--- config.mk ---
export PLATFORM = sky130hd
export DESIGN_NAME = pipelined_rca_adder
export DESIGN_NICKNAME = d
export VERILOG_FILES = /design/src/rtl/pipelined_rca_adder.sv
export SDC_FILE = /design/constraint.sdc
export NUM_CORES = 1
export LEC_CHECK = 0
export CAP_MARGIN = 0
export CORE_UTILIZATION = 30
export CTS_CLUSTER_DIAMETER = 100
export DETAILED_ROUTE_END_ITERATION = 12
export GPL_TIMING_DRIVEN = 1
export PLACE_DENSITY = 0.49
export SLEW_MARGIN = 0
export SYNTH_ARGS = -nofsm -noshare
export SYNTH_HDL_FRONTEND = slang
export SYNTH_SLANG_ARGS = --single-unit
export TNS_END_PERCENT = 100
--- constraint.sdc ---
create_clock -name clk -period 3 [get_ports clk]
set_input_delay 0.45 -clock clk [delete_from_list [all_inputs] [get_ports clk]]
set_output_delay 0.45 -clock clk [all_outputs]
set_load 0.03 [all_outputs]
--- src/rtl/pipelined_rca_adder.sv ---
// ---------------------------------------------------------------------------
// pipelined_rca_adder
//
// Pipelined ripple-carry adder for the FIR datapath.
//
// The BIT_WIDTH-bit sum add_1 + add_2 + c_in is split into STAGES equal
// segments of SEG_W = BIT_WIDTH/STAGES bits. Each pipeline stage ripples one
// segment and registers that segment's carry for the next stage. The longest
// combinational path is therefore SEG_W full-adder cells.
//
// A valid/ready handshake with backpressure moves the whole pipe at once.
// While the output holds a result that downstream has not accepted, every
// stage holds.
//
// Parameters:
//   BIT_WIDTH  operand / sum width (default 16)
//   STAGES     number of pipeline stages; must divide BIT_WIDTH (default 4)
//
// Ports:
//   clk        rising-edge clock
//   rst_n      asynchronous active-low reset
//   in_valid   operands presented
//   in_ready   operands accepted this cycle (combinational, independent of in_valid)
//   add_1      operand A
//   add_2      operand B
//   c_in       carry into bit 0
//   out_valid  sum / c_out (/ ovf) are valid
//   out_ready  downstream accepts the result
//   sum        (add_1 + add_2 + c_in) mod 2^BIT_WIDTH
//   c_out      carry out of the MSB
//   ovf        signed overflow (only when PIPE_RCA_OVF_EN is defined)
//
// Optional feature macro: PIPE_RCA_OVF_EN adds the ovf port and its register.
// ---------------------------------------------------------------------------
module pipelined_rca_adder #(
    parameter int BIT_WIDTH = 16,
    parameter int STAGES    = 4
) (
    input  logic                 clk,
    input  logic                 rst_n,
    input  logic                 in_valid,
    output logic                 in_ready,
    input  logic [BIT_WIDTH-1:0] add_1,
    input  logic [BIT_WIDTH-1:0] add_2,
    input  logic                 c_in,
    output logic                 out_valid,
    input  logic                 out_ready,
    output logic [BIT_WIDTH-1:0] sum,
`ifdef PIPE_RCA_OVF_EN
    output logic                 ovf,
`endif
    output logic                 c_out
);

    localparam int SEG_W = BIT_WIDTH / STAGES;

    // Refuse to build a pipe whose segments would not tile the operand.
    if (STAGES < 1 || (BIT_WIDTH % STAGES) != 0) begin : g_badCfg
        $error("pipelined_rca_adder: STAGES must be >= 1 and divide BIT_WIDTH");
    end

    // One segment of plain full-adder cells; the returned MSB is the carry out.
    function automatic logic [SEG_W:0] rippleAdd(input logic [SEG_W-1:0] a,
                                                 input logic [SEG_W-1:0] b,
                                                 input logic             cin);
        logic             c;
        logic [SEG_W-1:0] s;
        c = cin;
        s = '0;
        for (int i = 0; i < SEG_W; i++) begin
            s[i] = a[i] ^ b[i] ^ c;
            c    = (a[i] & b[i]) | (c & (a[i] ^ b[i]));
        end
        return {c, s};
    endfunction

    // The whole pipe advances together. It holds only when a finished result
    // is waiting on a busy downstream.
    logic advance;
    assign advance  = !out_valid || out_ready;
    assign in_ready = advance;

    for (genvar k = 0; k < STAGES; k++) begin : g_stage
        localparam int DONE_W = (k + 1) * SEG_W;

        logic              valid_d;
        logic              valid_q;
        logic              carryIn;
        logic              carry_q;
        logic [SEG_W-1:0]  segA;
        logic [SEG_W-1:0]  segB;
        logic [SEG_W:0]    segRes;
        logic [DONE_W-1:0] sumDone_d;
        logic [DONE_W-1:0] sumDone_q;

        // Stage 0 takes its segment straight from the ports. Later stages take
        // it from the operand bits that the previous stage has not consumed
        // yet. The finished low segments travel along with the transaction.
        if (k == 0) begin : g_src
            assign valid_d   = in_valid && advance;
            assign segA      = add_1[SEG_W-1:0];
            assign segB      = add_2[SEG_W-1:0];
            assign carryIn   = c_in;
            assign sumDone_d = segRes[SEG_W-1:0];
        end else begin : g_src
            assign valid_d   = g_stage[k-1].valid_q;
            assign segA      = g_stage[k-1].g_rem.remA_q[SEG_W-1:0];
            assign segB      = g_stage[k-1].g_rem.remB_q[SEG_W-1:0];
            assign carryIn   = g_stage[k-1].carry_q;
            assign sumDone_d = {segRes[SEG_W-1:0], g_stage[k-1].sumDone_q};
        end

        assign segRes = rippleAdd(segA, segB, carryIn);

        // Stage register: the valid bit, the segment carry, and the completed
        // low sum bits. Bubbles move through as valid=0 and are not collapsed.
        always_ff @(posedge clk or negedge rst_n) begin
            if (!rst_n) begin
                valid_q   <= 1'b0;
                carry_q   <= 1'b0;
                sumDone_q <= '0;
            end else if (advance) begin
                valid_q   <= valid_d;
                carry_q   <= segRes[SEG_W];
                sumDone_q <= sumDone_d;
            end
        end

        // Every stage except the last carries the operand bits that later
        // stages still need.
        if (k < STAGES - 1) begin : g_rem
            localparam int REM_W = BIT_WIDTH - DONE_W;

            logic [REM_W-1:0] remA_d;
            logic [REM_W-1:0] remB_d;
            logic [REM_W-1:0] remA_q;
            logic [REM_W-1:0] remB_q;

            if (k == 0) begin : g_remSrc
                assign remA_d = add_1[BIT_WIDTH-1:SEG_W];
                assign remB_d = add_2[BIT_WIDTH-1:SEG_W];
            end else begin : g_remSrc
                assign remA_d = g_stage[k-1].g_rem.remA_q[REM_W+SEG_W-1:SEG_W];
                assign remB_d = g_stage[k-1].g_rem.remB_q[REM_W+SEG_W-1:SEG_W];
            end

            // Upper operand bits shift with the transaction they belong to.
            always_ff @(posedge clk or negedge rst_n) begin
                if (!rst_n) begin
                    remA_q <= '0;
                    remB_q <= '0;
                end else if (advance) begin
                    remA_q <= remA_d;
                    remB_q <= remB_d;
                end
            end
        end
    end

    assign out_valid = g_stage[STAGES-1].valid_q;
    assign sum       = g_stage[STAGES-1].sumDone_q;
    assign c_out     = g_stage[STAGES-1].carry_q;

`ifdef PIPE_RCA_OVF_EN
    // The carry into the MSB is recovered as a ^ b ^ sum at that bit. Signed
    // overflow is that carry XOR the carry out.
    logic ovf_d;
    logic ovf_q;

    assign ovf_d = (g_stage[STAGES-1].segA[SEG_W-1] ^
                    g_stage[STAGES-1].segB[SEG_W-1] ^
                    g_stage[STAGES-1].segRes[SEG_W-1]) ^
                   g_stage[STAGES-1].segRes[SEG_W];

    // Registered alongside the sum, so it holds under a stall just like sum.
    always_ff @(posedge clk or negedge rst_n) begin
        if (!rst_n) begin
            ovf_q <= 1'b0;
        end else if (advance) begin
            ovf_q <= ovf_d;
        end
    end

    assign ovf = ovf_q;
`endif

endmodule
# Word-level counts from Yosys, hierarchy flattened

Cells that the tools add are included.

Bitwise operators: 80
Reductions and logical operators: 3

Operators by type and width:

| kind                | count |
|---|---|
| $and A1 B1 Y1       | 32 |
| $xor A1 B1 Y1       | 32 |
| $or A1 B1 Y1        | 16 |
| $logic_and A1 B1 Y1 | 1 |
| $logic_not A1 Y1    | 1 |
| $logic_or A1 B1 Y1  | 1 |

Register bits: 96
Input bits: 37
Word-level logic and storage cells: 101

# Longest topological paths before layout

Gate-level depths: netlist of the first run.

Word-level depth: 9
Mapped depth: 8

# Worst setup path before layout of the first run

OpenSTA, ideal clock, no wires.

Kind: input-to-reg
From: input port add_1[0]
To: register g_stage[0].sumDone_q[3]
Setup time: 77 ps
Arrival: 2007 ps
Data required time: 2923 ps
Slack: 916 ps
Stages on the path: 8
Buffers on the path: 0
Cell sequence: inv_1 > fa_1 > inv_1 > fa_1 > fa_1 > inv_1 > fa_1 > a21oi_1

Word-level cells in the longest chain between the ends: 8
Elaborated cells between the ends (all ways): 9

Ends and longest elaborated chain:

| what                 | line | source |
|---|---|---|
| start, declared      | 43   | `input logic [BIT_WIDTH-1:0] add_1,` |
| $xor A1 B1 Y1        | 72   | `c = (a[i] & b[i]) \| (c & (a[i] ^ b[i]));` |
| $and A1 B1 Y1        | 72   |  |
| $or A1 B1 Y1 *       | 72   |  |
| $and A1 B1 Y1 *      | 72   |  |
| $or A1 B1 Y1 *       | 72   |  |
| $and A1 B1 Y1 *      | 72   |  |
| $or A1 B1 Y1 *       | 72   |  |
| $xor A1 B1 Y1 *      | 71   | `s[i] = a[i] ^ b[i] ^ c;` |
| end signal, assigned | 125  | `sumDone_q <= sumDone_d;` |
| end, declared        | 94   | `logic [DONE_W-1:0] sumDone_q;` |

Mark *: on every way between the ends. The rest lies on a longest branch, timed or not.
A chain may end at the register's enable or synchronous reset.

# Worst setup path in the final report of the first run

From: input port out_ready
To: output port in_ready

Word-level cells in the longest chain between the ends: 1

Ends and longest elaborated chain:

| what               | line | source |
|---|---|---|
| start, declared    | 47   | `input logic out_ready,` |
| $logic_or A1 B1 Y1 | 80   | `assign advance = !out_valid \|\| out_ready;` |
| end, declared      | 42   | `output logic in_ready,` |

Every way passes these cells.

==> parameters.txt, run 1 <==
Parameter                              Value

GRT
  Number of global-route vias before repair    2181
  Antenna violations before repair    0
  Largest net degree at the start of global routing    65
  Aggregate global routing overflow    0
  Global Route Usage Sum    10.6%
  Global-route wire length before repair    11100 um

Setup path
  Worst path slowest cell    sky130_fd_sc_hd__clkdlybuf4s50_1
  Capture point of the worst path    in_ready
  Max Fanout on Critical Path    2
  Critical path depth in cells    4
  Cell mode on critical path    sky130_fd_sc_hd__clkdlybuf4s50_1
  List of cells traversed by the critical path    clkdlybuf4s50_1 -> nor2b_4 -> inv_2 -> clkdlybuf4s50_1
  Startpoint-to-endpoint class of the critical path    in -> out
  Required time at the worst-slack endpoint    2550 ps
  Number of cell instances on the worst register-to-register path    8
  Count of buffering cells on the critical path with inverters included    3
  Longest individual stage delay on the worst path    670 ps
  Arr. time, crit path    1780 ps
  Internal reg-to-reg setup slack    870 ps
  Source of the critical timing path    out_ready
  Destination of the worst register-to-register timing path    g_stage[2].sumDone_q[11]
  R2r startpoint    g_stage[1].carry_q
  Crit path launch type    input pin
  Endpoint kind of the worst setup timing path    primary output
  Delay-heaviest family, CP    buffers and inverters

Logic synthesis
  Warnings from Yosys    0
  Mux share of post-synthesis cell area    23.8%
  Adder and majority gate portion of the synthesized area    7.89%
  Synthesized instance count    258
  Summed instance area of the synthesized netlist    4060 sq um
  Net count after synthesis    311
  Area fraction in compound gates after synthesis    1.11%
  Area share of xor/xnor cells in the synthesized design    0%
  Combinational family with the most area after synthesis    multiplexers
  Post-Synthesis Mean Instance Area    15.7 sq um
  Sequential element share of the synthesized area    59.1%
  Count of cell types in the netlist    13
  Total of flip-flops plus latches after synthesis    96
  Simple-gate share of the synthesized area    2.16%

Place
  Weighted congestion at the end of routability-driven global placement    0.674
  Hpwl dp    4190 um
  Area after DPL    4750 sq um
  Total of buffers placed on input and output ports    55

Pwr
  Switch Pwr    1.60 mW
  Maximum vdd ir drop    379 uV
  Power share of the clock group    21.4%
  Power per cell area    1010 nW/um^2
  Sequential cell fraction of total power    42.1%
  Fraction of power consumed by combinational cells    36.5%
  Pint    3.49 mW
  Static power due to leakage    2.14 nW
  Switching share of power    31.4%

Routing
  Routed vias    2111
  DRC Markers    0
  Pre-Repair DR Iteration Count    3
  Routed WL per cell    13.3 um
  Total length of routed wires    6620 um
  DRC marker count from the first detailed-route iteration    41
  Routed vias/inst    4.23
  Antenna Nets Post-Route    0

Finish
  Summed area of non-filler cells in the final layout    5030 sq um
  Area of all sequential standard cells    2400 sq um
  Fraction of layout instances using a drive strength above 1    32.8%
  Inserted Diodes    0
  Fill cell total of the finished layout    1278
  Leading cell types in the layout, fill and taps excluded    sky130_fd_sc_hd__dfrtp_1 (96), sky130_fd_sc_hd__mux2_2 (83), sky130_fd_sc_hd__clkdlybuf4s50_1 (54)
  Multi-input gate area    1420 sq um
  Growth of design area from synthesis to finish    23.9%
  Final Core Density    38.0%
  Nets@finish    371
  Most common library cell in the layout ignoring fill and taps    sky130_fd_sc_hd__dfrtp_1

Clocking
  Sinks on the clock net    96
  Clock latency on the worst-skew pair    340 ps
  Setup Fix Bufs, Post-CTS    0
  Clock transition at the registers of the reported paths    60 ps
  Post_cts resized    0
  Number of buffers on the longest clock path    2
  Post-cts hold buffer count    0
  Total clock buffers created by CTS    9
  Clock tree from TritonCTS    yes
  CTS HTree Levels    3
  CTS root buffer    sky130_fd_sc_hd__clkbuf_16

Timing
  Shortest clock period the worst path allows after layout    2230 ps
  Number of pins with negative max-slew slack in the final report    0
  Portion of the clock cycle consumed by the worst path in the final layout    74.3%
  Max frequency    0.448 GHz
  Headroom to the max-slew limit    44.3%
  Number of failing setup endpoints in the final timing report    0
  Final Hold Violating Endpoints    0
  Final clock skew    5.64 ps
  Measured slew at the worst slew-check pin    836 ps
  Total negative slack    0 ps
  Unrepaired setup endpoints after global routing    no

Flow run
  Count of max-cap constraint violations    0

Die
  Floorplan row count    42
  Starting density of the core    30.7%
  Die ar.    14000 sq um
  Floorplan die width    118 um
  Core area    13200 sq um
  Vertical die dimension    118 um
  I/O pin count    56

Hold path
  Class of the tightest hold or removal check    in -> async

Outcome
  Status    finished clean
-- Yosys cell counts --
| cell type | count | area share [%] |
|---|---|---|
| sky130_fd_sc_hd__dfrtp_1 | 96 | 59 |
| sky130_fd_sc_hd__mux2_2 | 83 | 23 |
| sky130_fd_sc_hd__inv_1 | 28 | 2.6 |
| sky130_fd_sc_hd__fa_1 | 16 | 7.9 |
| sky130_fd_sc_hd__a21oi_1 | 9 | 1.1 |
| sky130_fd_sc_hd__nor3b_1 | 9 | 1.7 |
| sky130_fd_sc_hd__buf_6 | 5 | 1.4 |
| sky130_fd_sc_hd__clkbuf_8 | 5 | 1.7 |
| sky130_fd_sc_hd__mux2i_1 | 3 | 0.74 |
| sky130_fd_sc_hd__buf_4 | 1 | 0.18 |
| sky130_fd_sc_hd__inv_2 | 1 | 0.092 |
| sky130_fd_sc_hd__nand2b_1 | 1 | 0.15 |
| sky130_fd_sc_hd__nor2b_4 | 1 | 0.34 |
-- kinds of logic (layout without fill, tap and decap cells) --
kind of cell,Yosys count,count (layout)
simple gates,11,11
compound gates,9,9
mux,86,86
buf+inv,40,105
fa+ha+maj,16,16
flops,96,96
-- per-stage QoR --
step	power, mW	instances	setup WS, ps	hold slack, ps
floorplan	3.48	258	916	154
detailed placement	4.08	483	399	451
CTS	5.20	499	742	121
global route	5.47	499	643	144
finish	5.09	499	770	102
global placement	4.03	483	455	444
-- layer usage --
metal | vias to the layer above | wire length, um | part of all wire [%] | global-route usage (%)
li1 | 979 | - | - | -
met1 | 1080 | 3120 | 47 | 13.9
met2 | 41 | 3060 | 46 | 15.7
met3 | 11 | 267 | 4.0 | 2.75
met4 | 0 | 177 | 2.7 | 6.25
met5 | - | 0 | 0 | 0
-- power by group through the flow --
stage / logic [mW] / registers [mW] / clock network (mW)
final: 1.86 / 2.14 / 1.09
after detailed placement: 1.90 / 2.18 / 0
after floorplan: 1.13 / 2.35 / 0
after global placement: 1.87 / 2.16 / 0
after global routing: 2.07 / 2.22 / 1.19
after CTS: 1.91 / 2.16 / 1.14
-- worst register-to-register path, stage by stage, from the launching register on --
cell	delay [ps]
sky130_fd_sc_hd__dfrtp_1	360
sky130_fd_sc_hd__inv_1	90
sky130_fd_sc_hd__fa_1	180
sky130_fd_sc_hd__inv_1	50
sky130_fd_sc_hd__fa_1	370
sky130_fd_sc_hd__fa_1	380
sky130_fd_sc_hd__inv_1	90
sky130_fd_sc_hd__fa_1	410
sky130_fd_sc_hd__a21oi_1	130
-- worst min path at each step --
stage / from / slack (ps) / end / cells past startpoint
after floorplan: rst_n / 150 / c_out / 0
after global placement: g_stage[2].valid_q / 440 / out_valid / 1
after detailed placement: g_stage[2].valid_q / 450 / out_valid / 1
after CTS: rst_n / 120 / g_stage[0].g_rem.remB_q[6] / 1
after global routing: rst_n / 140 / g_stage[0].g_rem.remA_q[7] / 1
final: rst_n / 100 / g_stage[0].g_rem.remB_q[6] / 1
-- final cells by class --
| type | count | area share (%) |
|---|---|---|
| sequential | 96 | 47.7 |
| inverter | 29 | 2.16 |
| timing repair buffer | 60 | 11.9 |
| multi-input combinational | 122 | 28.2 |
| tap | 176 | 4.38 |
| clock inverter | 3 | 0.298 |
| clock buffer | 13 | 5.37 |
-- flip-flops by register name, summed over array words and instances (netlist names) --
register	count
g_stage.g_rem.remB_q	24
g_stage.valid_q	3
g_stage.sumDone_q	24
g_stage.g_rem.remA_q	24
g_stage.carry_q	3
out_valid	1
sum	16
c_out	1
Note: power is estimated with default switching activity, not from simulation.
==> run 2: changes to the inputs <==
PLACE_DENSITY = 0.51   (was 0.49)
clock period = 1.95 ns   (was 3 ns; I/O delays follow)
==> parameters.txt, run 2 (synthesis gave the netlist of run 1 again) <==
Parameter                              Value

Timing
  Max frequency    0.490 GHz
  Portion of the clock cycle consumed by the worst path in the final layout    105%
  Number of failing setup endpoints in the final timing report    3
  Hold WS    461 ps
  Unrepaired setup endpoints after global routing    yes
  Number of pins with negative max-slew slack in the final report    0
  Headroom to the max-slew limit    68.3%
  Final clock skew    3.32 ps
  Shortest clock period the worst path allows after layout    2040 ps
  Final Hold Violating Endpoints    0
  Worst setup slack after layout    -89.5 ps
  Measured slew at the worst slew-check pin    476 ps

Setup path
  Max Fanout on Critical Path    2
  Delay-heaviest family, CP    adder cells
  Internal reg-to-reg setup slack    -90 ps
  Required time at the worst-slack endpoint    2230 ps
  Worst path slowest cell    sky130_fd_sc_hd__fa_1
  Crit path launch type    register
  Endpoint kind of the worst setup timing path    register
  Longest individual stage delay on the worst path    410 ps
  Arr. time, crit path    2320 ps
  Startpoint-to-endpoint class of the critical path    reg -> reg
  Count of buffering cells on the critical path with inverters included    3
  List of cells traversed by the critical path    inv_1 -> fa_1 -> inv_2 -> fa_2 -> fa_2 -> inv_2 -> fa_1 -> a21oi_2

Clocking
  Clock tree from TritonCTS    yes
  CTS HTree Levels    3
  Number of buffers on the longest clock path    2
  Sinks on the clock net    96
  Total clock buffers created by CTS    9
  Clock latency on the worst-skew pair    340 ps
  CTS root buffer    sky130_fd_sc_hd__clkbuf_16
  Clock transition at the registers of the reported paths    60 ps

Outcome
  Failing checks    setup timing
  Status    finished with violations

Finish
  Summed area of non-filler cells in the final layout    5180 sq um
  Inserted Diodes    0
  Most common library cell in the layout ignoring fill and taps    sky130_fd_sc_hd__dfrtp_1
  Nets@finish    384
  Growth of design area from synthesis to finish    27.6%
  Biggest registers after layout    g_stage.g_rem.remA_q x24, g_stage.g_rem.remB_q x24, g_stage.sumDone_q x24
  Leading cell types in the layout, fill and taps excluded    sky130_fd_sc_hd__dfrtp_1 (95), sky130_fd_sc_hd__mux2_2 (83), sky130_fd_sc_hd__clkdlybuf4s50_1 (50)
  Fraction of layout instances using a drive strength above 1    43.2%
  Number of non-filler instances in the completed layout    512

Pwr
  Maximum vdd ir drop    414 uV
  Power per cell area    1550 nW/um^2
  Total power of the final layout    8.04 mW
  Static power due to leakage    2.18 nW

Routing
  DRC marker count from the first detailed-route iteration    63
  Routed WL per cell    13.0 um
  Routed vias/inst    4.19
  Total length of routed wires    6680 um
  Routed vias    2144
  Pre-Repair DR Iteration Count    3
  DRC Markers    0
  Antenna Nets Post-Route    0

Die
  Vertical die dimension    118 um
  Floorplan die width    118 um
  Floorplan row count    42
  I/O pin count    56
  Starting density of the core    30.7%
  Core area    13200 sq um
  Die ar.    14000 sq um

GRT
  Global-route wire length before repair    11300 um
  Number of global-route vias before repair    2292
  Global Route Usage Sum    10.7%
  Largest net degree at the start of global routing    60
  Aggregate global routing overflow    0
  Antenna violations before repair    0

Place
  Hpwl dp    4520 um
  Area after DPL    4840 sq um
  Weighted congestion at the end of routability-driven global placement    0.705
  Total of buffers placed on input and output ports    55
  Worst slack at placement    -479 ps
  Post-Place Cells    490

Flow run
  Count of max-cap constraint violations    0

Hold path
  Class of the tightest hold or removal check    reg -> reg
==> run 2: changes by cell type in the layout (fill, tap and decap cells not counted), moves of 3 or more <==
| cell | delta |
|---|---|
| sky130_fd_sc_hd__dlygate4sd2_1 | +3 |
| sky130_fd_sc_hd__inv_1 | -14 |
| sky130_fd_sc_hd__buf_12 | +3 |
| sky130_fd_sc_hd__inv_2 | +14 |
| sky130_fd_sc_hd__clkdlybuf4s50_1 | -4 |
| sky130_fd_sc_hd__fa_2 | +11 |
| sky130_fd_sc_hd__fa_1 | -11 |
| sky130_fd_sc_hd__buf_4 | +10 |
==> run 2: worst paths after layout <==
path / from / to / cells after the start
min reg2reg: g_stage[2].valid_q / out_valid / 1
max: g_stage[2].g_rem.remA_q[0] / sum[15] / 8
min in group asynchronous: rst_n / out_valid / 3
max reg2reg: g_stage[2].g_rem.remA_q[0] / sum[15] / 8
max in group asynchronous: rst_n / sum[5] / 3
min: g_stage[2].valid_q / out_valid / 1
==> run 2: per-stage QoR <==
stage	TNS (ps)	utilization, %
6_report	-245	39.1
5_1_grt	-521	39.1
4_1_cts	-316	38.9
3_5_place_dp	-1640	36.6
3_3_place_gp	-1440	36.6
2_1_floorplan	0	-
==> run 2: area by class of cell <==
type / count / area, sq um
fillers: 1264 / 8060
flip-flops and latches: 96 / 2400
multi-input cells: 122 / 1450
repair buffers: 73 / 729
clock buffers: 13 / 250
well taps: 176 / 220
inverters: 29 / 109
clock inverters: 3 / 17.5
==> run 2: report_power, final <==
part           total (mW)  leakage, nW  internal, mW  switching [mW]
Clock                1.61        0.130         0.896           0.718
Combinational        3.09        0.946          1.73            1.36
Sequential           3.33         1.11          2.87           0.469
Total                8.04         2.18          5.49            2.54
==> run 2: worst reg2reg max path: cells and delay by family, from the launching register on <==
| family | cells | cell delay, ps |
|---|---|---|
| fa+ha+maj | 4 | 1280 |
| flops | 1 | 370 |
| buf+inv | 3 | 170 |
| compound gates | 1 | 140 |
==> run 2: repair_timing <==
item / CTS / global route
hold endpoints to repair: 59 / 0
pin swaps: 7 / 3
resized for setup: 18 / 7
hold buffers: 1 / 0
endpoints found under the setup margin: 6 / 8
buffers inserted: 2 / 3
==> run 2: metal layers <==
metal | part of all wire [%] | vias up | track usage [%]
met2 | 46 | 42 | 16.2
met1 | 47 | 1086 | 13.4
met3 | 4.1 | 12 | 2.90
met4 | 2.8 | 0 | 6.97
li1 | - | 1004 | -
met5 | 0 | - | 0
